### src/rtl/score_display_if.sv
// ============================================================================
// Module      : score_display_if
// Description : Score value in, multiplexed 7-segment display signals out.
// Revision    : 1.0 - initial release
// ============================================================================
`default_nettype none

interface score_display_if #(
    parameter int BW = 7
);
    logic [BW-1:0] value;
    logic [6:0]    seg;
    logic [1:0]    dig_sel;
    logic          busy;
    logic          overflow;

    modport master (output value, input seg, dig_sel, busy, overflow);
    modport slave  (input value, output seg, dig_sel, busy, overflow);
endinterface

`default_nettype wire

### src/rtl/score_display.sv
// ============================================================================
// Module      : score_display
// Description : Binary score -> BCD via sequential double-dabble, driving a
//               two-digit multiplexed common-cathode 7-segment display.
//               Optional macro SCORE_DISPLAY_BLANK_EN blanks a leading zero.
// Revision    : 1.0 - initial release
// ============================================================================
`default_nettype none

module score_display #(
    parameter int BW          = 7,
    parameter int REFRESH_DIV = 1024
) (
    input  wire logic         clk_i,
    input  wire logic         rst_ni,
    score_display_if.slave    bus
);

    localparam int ITW = $clog2(BW + 1);
    localparam int RW  = (REFRESH_DIV > 1) ? $clog2(REFRESH_DIV) : 1;
    localparam logic [6:0] c_dash = 7'h40;

    typedef enum logic [1:0] {
        IDLE  = 2'd0,
        SHIFT = 2'd1,
        DONE  = 2'd2
    } state_t;

    state_t          state_q;
    logic [BW-1:0]   last_q;
    logic [BW-1:0]   bin_q;
    logic [11:0]     bcd_q;
    logic [ITW-1:0]  iter_q;
    logic [3:0]      tens_q;
    logic [3:0]      units_q;
    logic            ovf_q;
    logic [RW-1:0]   refresh_q;
    logic            sel_q;

    logic [11:0]     bcd_adj;
    logic [3:0]      digit;
    logic [6:0]      seg_val;

    // Nibble-local add-3 correction applied before each shift.
    always_comb begin
        bcd_adj = bcd_q;
        for (int n = 0; n < 3; n++) begin
            if (bcd_q[4*n +: 4] >= 4'd5) begin
                bcd_adj[4*n +: 4] = bcd_q[4*n +: 4] + 4'd3;
            end
        end
    end

    always_ff @(posedge clk_i or negedge rst_ni) begin
        if (!rst_ni) begin
            state_q <= IDLE;
            last_q  <= '0;
            bin_q   <= '0;
            bcd_q   <= '0;
            iter_q  <= '0;
            tens_q  <= '0;
            units_q <= '0;
            ovf_q   <= 1'b0;
        end else begin
            case (state_q)
                IDLE: begin
                    if (bus.value != last_q) begin
                        bin_q   <= bus.value;
                        last_q  <= bus.value;
                        bcd_q   <= '0;
                        iter_q  <= '0;
                        state_q <= SHIFT;
                    end
                end
                SHIFT: begin
                    {bcd_q, bin_q} <= {bcd_adj, bin_q} << 1;
                    iter_q         <= iter_q + ITW'(1);
                    if (iter_q == ITW'(BW - 1)) begin
                        state_q <= DONE;
                    end
                end
                DONE: begin
                    tens_q  <= bcd_q[7:4];
                    units_q <= bcd_q[3:0];
                    ovf_q   <= (8'(last_q) > 8'd99);
                    state_q <= IDLE;
                end
                default: state_q <= IDLE;
            endcase
        end
    end

    // Free-running digit refresh, independent of the converter.
    always_ff @(posedge clk_i or negedge rst_ni) begin
        if (!rst_ni) begin
            refresh_q <= '0;
            sel_q     <= 1'b0;
        end else if (refresh_q == RW'(REFRESH_DIV - 1)) begin
            refresh_q <= '0;
            sel_q     <= ~sel_q;
        end else begin
            refresh_q <= refresh_q + RW'(1);
        end
    end

    function automatic logic [6:0] seg_of(input logic [3:0] d);
        case (d)
            4'd0:    seg_of = 7'h3F;
            4'd1:    seg_of = 7'h06;
            4'd2:    seg_of = 7'h5B;
            4'd3:    seg_of = 7'h4F;
            4'd4:    seg_of = 7'h66;
            4'd5:    seg_of = 7'h6D;
            4'd6:    seg_of = 7'h7D;
            4'd7:    seg_of = 7'h07;
            4'd8:    seg_of = 7'h7F;
            4'd9:    seg_of = 7'h6F;
            default: seg_of = 7'h00;
        endcase
    endfunction

    always_comb begin
        digit   = sel_q ? tens_q : units_q;
        seg_val = ovf_q ? c_dash : seg_of(digit);
`ifdef SCORE_DISPLAY_BLANK_EN
        if (!ovf_q && sel_q && (tens_q == 4'd0)) begin
            seg_val = 7'h00;
        end
`else
`endif
    end

    assign bus.seg      = seg_val;
    assign bus.dig_sel  = sel_q ? 2'b10 : 2'b01;
    assign bus.busy     = (state_q != IDLE);
    assign bus.overflow = ovf_q;

endmodule

`default_nettype wire
### src/flat_wrapper.sv
// flat-port wrapper written by rule: the top's interface ports become plain ports
module score_display_flat 
#(
    parameter int BW          = 7,
    parameter int REFRESH_DIV = 1024
)
  (clk_i, rst_ni, bus_value, bus_seg, bus_dig_sel, bus_busy, bus_overflow);
  score_display_if #(.BW(BW)) bus_i ();
  input  wire logic clk_i;
  input  wire logic rst_ni;
  input wire logic [$bits(bus_i.value)-1:0] bus_value;
  output wire logic [$bits(bus_i.seg)-1:0] bus_seg;
  output wire logic [$bits(bus_i.dig_sel)-1:0] bus_dig_sel;
  output wire logic [$bits(bus_i.busy)-1:0] bus_busy;
  output wire logic [$bits(bus_i.overflow)-1:0] bus_overflow;
  assign bus_i.value = bus_value;
  assign bus_seg = bus_i.seg;
  assign bus_dig_sel = bus_i.dig_sel;
  assign bus_busy = bus_i.busy;
  assign bus_overflow = bus_i.overflow;
  score_display #(.BW(BW), .REFRESH_DIV(REFRESH_DIV)) u_core (.clk_i(clk_i), .rst_ni(rst_ni), .bus(bus_i));
endmodule
### config.mk
export PLATFORM = sky130hd
export DESIGN_NAME = score_display_flat
export DESIGN_NICKNAME = d
export VERILOG_FILES = /design/src/rtl/score_display_if.sv /design/src/rtl/score_display.sv /design/src/flat_wrapper.sv
export SDC_FILE = /design/constraint.sdc
export NUM_CORES = 1
export LEC_CHECK = 0
export BUFFER_PORTS_ARGS = -buffer_cell sky130_fd_sc_hd__buf_4
export CAP_MARGIN = 20
export CELL_PAD_IN_SITES_DETAIL_PLACEMENT = 0
export CELL_PAD_IN_SITES_GLOBAL_PLACEMENT = 1
export CORE_MARGIN = 1.5
export CORE_UTILIZATION = 51
export DETAILED_ROUTE_END_ITERATION = 8
export MAX_ROUTING_LAYER = met4
export PLACE_DENSITY = 0.92
export SYNTH_ARGS = -nofsm -noshare
export SYNTH_HDL_FRONTEND = slang
export SYNTH_SLANG_ARGS = --single-unit
### constraint.sdc
create_clock -name clk_i -period 3 [get_ports clk_i]
set_input_delay 0.15 -clock clk_i [delete_from_list [all_inputs] [get_ports clk_i]]
set_output_delay 0.15 -clock clk_i [all_outputs]
set_load 0.01 [all_outputs]
==> results_dict.tcl, run 1 <==
set metrics [dict create \
    crit_path_end_kind "output port" \
    viasPerCell 5.47 \
    cp-startpoint "u_core.sel_q" \
    fin_hold_ws_ns 0.108 \
    syn_area_per_cell_um2 11.0 \
    nFillCells 425 \
    numCtsBuffers 5 \
    pwr-share-seq_pct 39.1 \
    cp_cell_sequence "mux2i_1, inv_1, or3_1, a21oi_1, buf_4" \
    hold_violations 0 \
    chipWidth_um 74.1 \
    worstSetupPathType "reg2out" \
    gp_congestion 0.837 \
    worst_slew_pin_slew_ns 0.817 \
    syn_nets 255 \
    worstPathRequired_ns 2.85 \
    drc_errors 0 \
    p_leak_nw 1.28 \
    vias 1744 \
    crit_slowest_cell "dfrtp_1" \
    ff2ff_path_depth 4 \
    period_share_pct 78.6 \
    max-vdd-ir-drop_mv 0.455 \
    combPwrFrac_pct 44.7 \
    syn_area_um2 2580 \
    rows 25 \
    totalWireLength_mm 4.51 \
    worstPathArrival_ns 2.21 \
    slew_viol_final 0 \
    power.switching_mw 1.01 \
    fin_nets 273 \
    worst-path-max-fanout 7 \
    grt-ovfl-total 0 \
    first_pass_iters 6 \
    place_inst 311 \
    ys_top_cells_by_count "dfrtp_1 (47), mux2_2 (20), nand2_1 (15)" \
    endpoint "bus_seg[2]" \
    rsz0062_at_grt "false" \
    slew_headroom_pct 45.1 \
    max-clock-path-buffers 2 \
    intPower_mw 1.71 \
    cap_violations 0 \
    reg2reg_from "u_core.last_q[4]" \
    yosysSeqAreaShare_pct 45.6 \
    r2r_end "u_core.iter_q[0]" \
    core-area_um2 4790 \
    ant_nets 0 \
    wl_per_cell_um 14.1 \
    crit_path_start_kind "flip-flop" \
    fmax_mhz 424 \
    yosysWarnings 0 \
    first_iter_violations 66 \
    cpPeakStageDelay_ns 0.51 \
    die-area_um2 5490 \
    ios 20 \
    start_util_pct 53.9 \
    io_buffers 19 \
    synthTopCellsByArea "dfrtp_1 (46%), mux2_2 (8.7%), ha_1 (5.8%)" \
    synth-edff-count 0 \
    grt_max_degree 48 \
    skew_ns 0.00600 \
    post_cts_buffers 0 \
    first_global_vias 1607 \
    clkSinkCount 47 \
    postSynthCellCount 234 \
    area_growth_pct 9.81 \
    layoutNonFillerInstCount 319 \
    antenna_cells 0 \
    status "completed" \
    synth_top_area_cell "dfrtp_1" \
    placed_area_um2 2720 \
    synth-async-reset-ratio_pct 100 \
    synth_top_area_share_pct 45.6 \
    clockRootBuffer "clkbuf_8" \
    clock_latency_ns 0.29 \
    finalSetupTns_ns 0 \
    grt_pass1_wl_mm 7.62 \
    final_cell_area_um2 2830 \
    synth_seq_cells 47 \
    r2r_slack_ns 1.06 \
    synth_cell_types 41 \
    clk_pin_slew_worst_paths_ns 0.08 \
    layout-drive-gt1-share_pct 22.6 \
    holdCritPathClass "in2reg" \
    regArea_um2 1180 \
    postCtsResizedCells 0 \
    grt.total_usage_pct 18.7 \
    dp_hpwl_mm 3.18 \
    p_clk_share_pct 16.2 \
    die_h_um 74.1 \
    grt_antenna_before_repair 0 \
    period_minus_slack_ns 2.36 \
    multi_input_area_um2 1270 \
    synthFlopType "dfrtp_1" \
    yosysMostFrequentCell "dfrtp_1" \
    cts_tree "yes" \
    htree_levels 2 \
    switching_share_pct 37.2 \
    power.density_nw_per_um2 963 \
    final-setup-viol-count 0 \
]
[worst min-delay path by stage]
stage                     depth (start not counted)         start                   to
after floorplan                                   0        rst_ni      u_core.bcd_q[0]
after global placement                            1        rst_ni  u_core.refresh_q[2]
after detailed placement                          1        rst_ni     u_core.iter_q[2]
after CTS                                         2  bus_value[0]     u_core.last_q[0]
after global routing                              2  bus_value[2]     u_core.last_q[2]
final                                             2  bus_value[0]     u_core.last_q[0]
[routing by layer]
metal	track usage (%)	wire length [µm]	vias to the layer above
li1	-	-	872
met1	24.0	2150	843
met2	30.2	2180	22
met3	3.66	119	7
met4	5.56	57	0
met5	-	0	-
[logic make-up (layout without fill, tap and decap cells)]
family,after synthesis,count (layout),synth area share (%)
flops,47,47,45.6
mux,26,26,11.1
simple gates,67,67,13.7
xor+xnor,18,18,6.12
compound gates,44,44,12.7
fa+ha+maj,12,12,5.83
buf+inv,20,38,4.95
[placed cells by master (no fill, tap or decap), drive strengths merged, types with 8 or more instances in the layout]
cell type and instances:
dfrtp 47, mux2 20, buf 19, nor2 16, nand2 15, nand3 12
ha 12, xnor2 11, inv 10, a22o 9, o21ai 8, a21oi 8
[power by group through the flow]
stage | combinational (mW) | sequential [mW] | clock [mW]
after floorplan | 1.01 | 0.989 | 0
after global placement | 1.19 | 1.07 | 0
after detailed placement | 1.22 | 1.08 | 0
after CTS | 1.23 | 1.06 | 0.452
after global routing | 1.36 | 1.10 | 0.477
final | 1.22 | 1.07 | 0.441
[critical path: cells and delay by family (launching register included)]
family / cells / cell delay [ns]
compound gates: 1 / 0.15
buf+inv: 2 / 0.28
flops: 1 / 0.51
mux: 1 / 0.51
simple gates: 1 / 0.46
[state kept, by name, summed over array words and instances, names as in the netlist]
| signal | flops |
|---|---|
| u_core.last_q | 7 |
| u_core.bus.overflow | 1 |
| u_core.refresh_q | 10 |
| u_core.sel_q | 1 |
| u_core.tens_q | 4 |
| u_core.bin_q | 7 |
| u_core.bcd_q | 8 |
| u_core.state_q | 2 |
| u_core.units_q | 4 |
| u_core.iter_q | 3 |
[stage by stage]
stage	util [%]	power, mW	setup WS [ns]
floorplan	-	2.00	1.18
global placement	56.8	2.26	1.06
detailed placement	56.8	2.29	1.01
CTS	59.1	2.74	0.652
global route	59.1	2.94	0.431
finish	59.1	2.72	0.642
[timing repair]
item | in CTS | in global routing
hold buffers | 1 | 0
endpoints found under the hold margin | 47 | 0
setup endpoints to repair | 0 | 0
[final cells by class]
type	count	area share, %
multi-input combinational	167	45.0
clock buffer	6	2.56
tap	67	2.96
sequential	47	41.6
inverter	11	1.46
timing repair buffer	20	5.39
clock inverter	1	1.06
Power figures use the tool's default switching activity.
==> run 2: changes to the inputs <==
- CORE_UTILIZATION: 51 -> 43
- PLACE_DENSITY: 0.92 -> 0.83
- clock period: 3 -> 2.1 ns (I/O delays scaled with it)
==> run 2 against run 1 <==
Net effect: critical path depth up 2; non-clock buffer count up 11; count of clock-buffer cells in the layout down 1; register-to-register slack worse by 0.73 ns; setup slack worse by 0.60 ns; sequential cell count unchanged; largest power group unchanged; utilization down 8.5 points; critical endpoint is now bus_seg[0]; worst hold slack worse by 0.065 ns; die area up 18%; combinational power up 53%; sequential power up 43%; first-iteration DRC count up 130%; largest cell class unchanged.
==> results_dict.tcl, run 2 (synthesis gave the netlist of run 1 again) <==
set metrics [dict create \
    period_minus_slack_ns 2.06 \
    period_share_pct 98.2 \
    ios 20 \
    clock_latency_ns 0.31 \
    area_growth_pct 14.9 \
    grt-ovfl-total 0 \
    pre_cts_ws_ns 0.263 \
    crit_slowest_cell "dfrtp_2" \
    max-clock-path-buffers 2 \
    grt.total_usage_pct 16.8 \
    multi_input_area_um2 1300 \
    grt_max_degree 48 \
    slew_viol_final 0 \
    nFillCells 538 \
    chipWidth_um 80.4 \
    clockRootBuffer "clkbuf_8" \
    holdCritPathClass "in2reg" \
    largest_reg_flops 10 \
    crit_path_start_kind "flip-flop" \
    clkSinkCount 47 \
    first_global_vias 1726 \
    cpPeakStageDelay_ns 0.47 \
    first_pass_iters 3 \
    crit_buf_inv 2 \
    status "completed" \
    max-vdd-ir-drop_mv 0.717 \
    io_buffers 19 \
    grt_antenna_before_repair 0 \
    hold_violations 0 \
    ant_nets 0 \
    worstPathRequired_ns 2.00 \
    worstPathArrival_ns 1.96 \
    p_total_mw 4.10 \
    crit_path_end_kind "output port" \
    dp_hpwl_mm 3.36 \
    slew_headroom_pct 60.6 \
    wl_per_cell_um 14.3 \
    final_cell_area_um2 2960 \
    antenna_cells 0 \
    dr.max_layer_used "met4" \
    rsz0062_at_grt "true" \
    p_leak_nw 1.34 \
    htree_levels 2 \
    clk_pin_slew_worst_paths_ns 0.10 \
    dr_wl_met2_mm 2.40 \
    totalWireLength_mm 4.84 \
    cp_cell_sequence "mux2i_4, inv_1, ha_1, nor2_1, o21ai_0, a21oi_1, buf_4" \
    numCtsBuffers 5 \
    final_cell_mix "dfrtp_1 (46), buf_4 (30), mux2_2 (20)" \
    placed_area_um2 2800 \
    worst_slew_pin_slew_ns 0.574 \
    core-area_um2 5850 \
    cts_tree "yes" \
    top_register "u_core.refresh_q" \
    crit_family "flip-flops" \
    grt_pass1_wl_mm 7.98 \
    layout-drive-gt1-share_pct 29.2 \
    fin_nets 284 \
    die-area_um2 6470 \
    die_h_um 80.4 \
    worst-path-max-fanout 6 \
    start_util_pct 44.1 \
    fin_hold_ws_ns 0.0435 \
    regArea_um2 1180 \
    drc_errors 0 \
    viasPerCell 5.29 \
    setup_slack_ns 0.0379 \
    final_common_cell "dfrtp_1" \
    rows 28 \
    worstSetupPathType "reg2out" \
    route.met3.wl_um 136 \
    vias 1793 \
    gp_congestion 0.754 \
    fmax_mhz 485 \
    finalSetupTns_ns 0 \
    final-setup-viol-count 0 \
    reg_top3 "u_core.refresh_q: 10 flops, u_core.bcd_q: 8 flops" \
    power.density_nw_per_um2 1380 \
    cap_violations 0 \
    met1_length_mm 2.24 \
    skew_ns 0.0154 \
    first_iter_violations 150 \
]
## run 2: changes by cell type in the layout (fill, tap and decap cells not counted), sizes merged
cell	previous run	this run
clkbuf	6	5
inv	10	11
clkinvlp	0	1
buf	19	30
## run 2: worst reg2reg max path: stages (launching register included)
cell     delay (ns)
dfrtp_1        0.43
xor2_1         0.17
or3_1          0.52
o31ai_4        0.21
buf_4          0.22
mux2_2         0.16
## run 2: final cells by class
| type | count | share of cell area [%] |
|---|---|---|
| Clock buffer | 5 | 2.32 |
| Clock inverter | 3 | 1.56 |
| Inverter | 11 | 1.39 |
| Multi-Input combinational cell | 167 | 43.9 |
| Sequential cell | 47 | 39.8 |
| Tap cell | 75 | 3.17 |
| Timing Repair Buffer | 31 | 7.94 |
## run 2: worst paths after layout
kind | startpoint | end | slack (ns) | depth (start not counted)
hold / removal | bus_value[1] | u_core.last_q[1] | 0.04 | 2
max in group asynchronous | rst_ni | u_core.sel_q | 1.36 | 2
min in group asynchronous | rst_ni | u_core.last_q[1] | 0.32 | 2
setup reg to reg | u_core.last_q[4] | u_core.iter_q[0] | 0.33 | 5
hold reg to reg | u_core.refresh_q[0] | u_core.refresh_q[0] | 0.49 | 1
setup / recovery | u_core.sel_q | bus_seg[0] | 0.04 | 7
## run 2: routing by layer
| layer | vias to the layer above | GRT usage, % |
|---|---|---|
| met5 | - | - |
| met4 | 0 | 5.69 |
| met3 | 4 | 3.75 |
| met2 | 22 | 27.9 |
| met1 | 875 | 20.1 |
| li1 | 892 | - |
## run 2: what timing repair did
| item | in CTS | in global routing |
|---|---|---|
| pin swaps | 0 | 3 |
| resized for setup | 2 | 8 |
| endpoints found under the setup margin | 4 | 5 |
| buffers inserted | 1 | 1 |
| hold buffers | 1 | 0 |
| hold endpoints to repair | 47 | 0 |
## run 2: through the flow
| stage | instances | utilization (%) |
|---|---|---|
| after floorplan | 234 | - |
| after global placement | 328 | 47.8 |
| after detailed placement | 328 | 47.8 |
| after CTS | 338 | 50.1 |
| after global routing | 339 | 50.6 |
| final | 339 | 50.6 |
## run 2: power breakdown
part           internal, mW  switching (mW)  total (mW)
Combinational         0.983           0.891        1.87
Sequential             1.20           0.324        1.53
Clock                 0.359           0.337       0.696
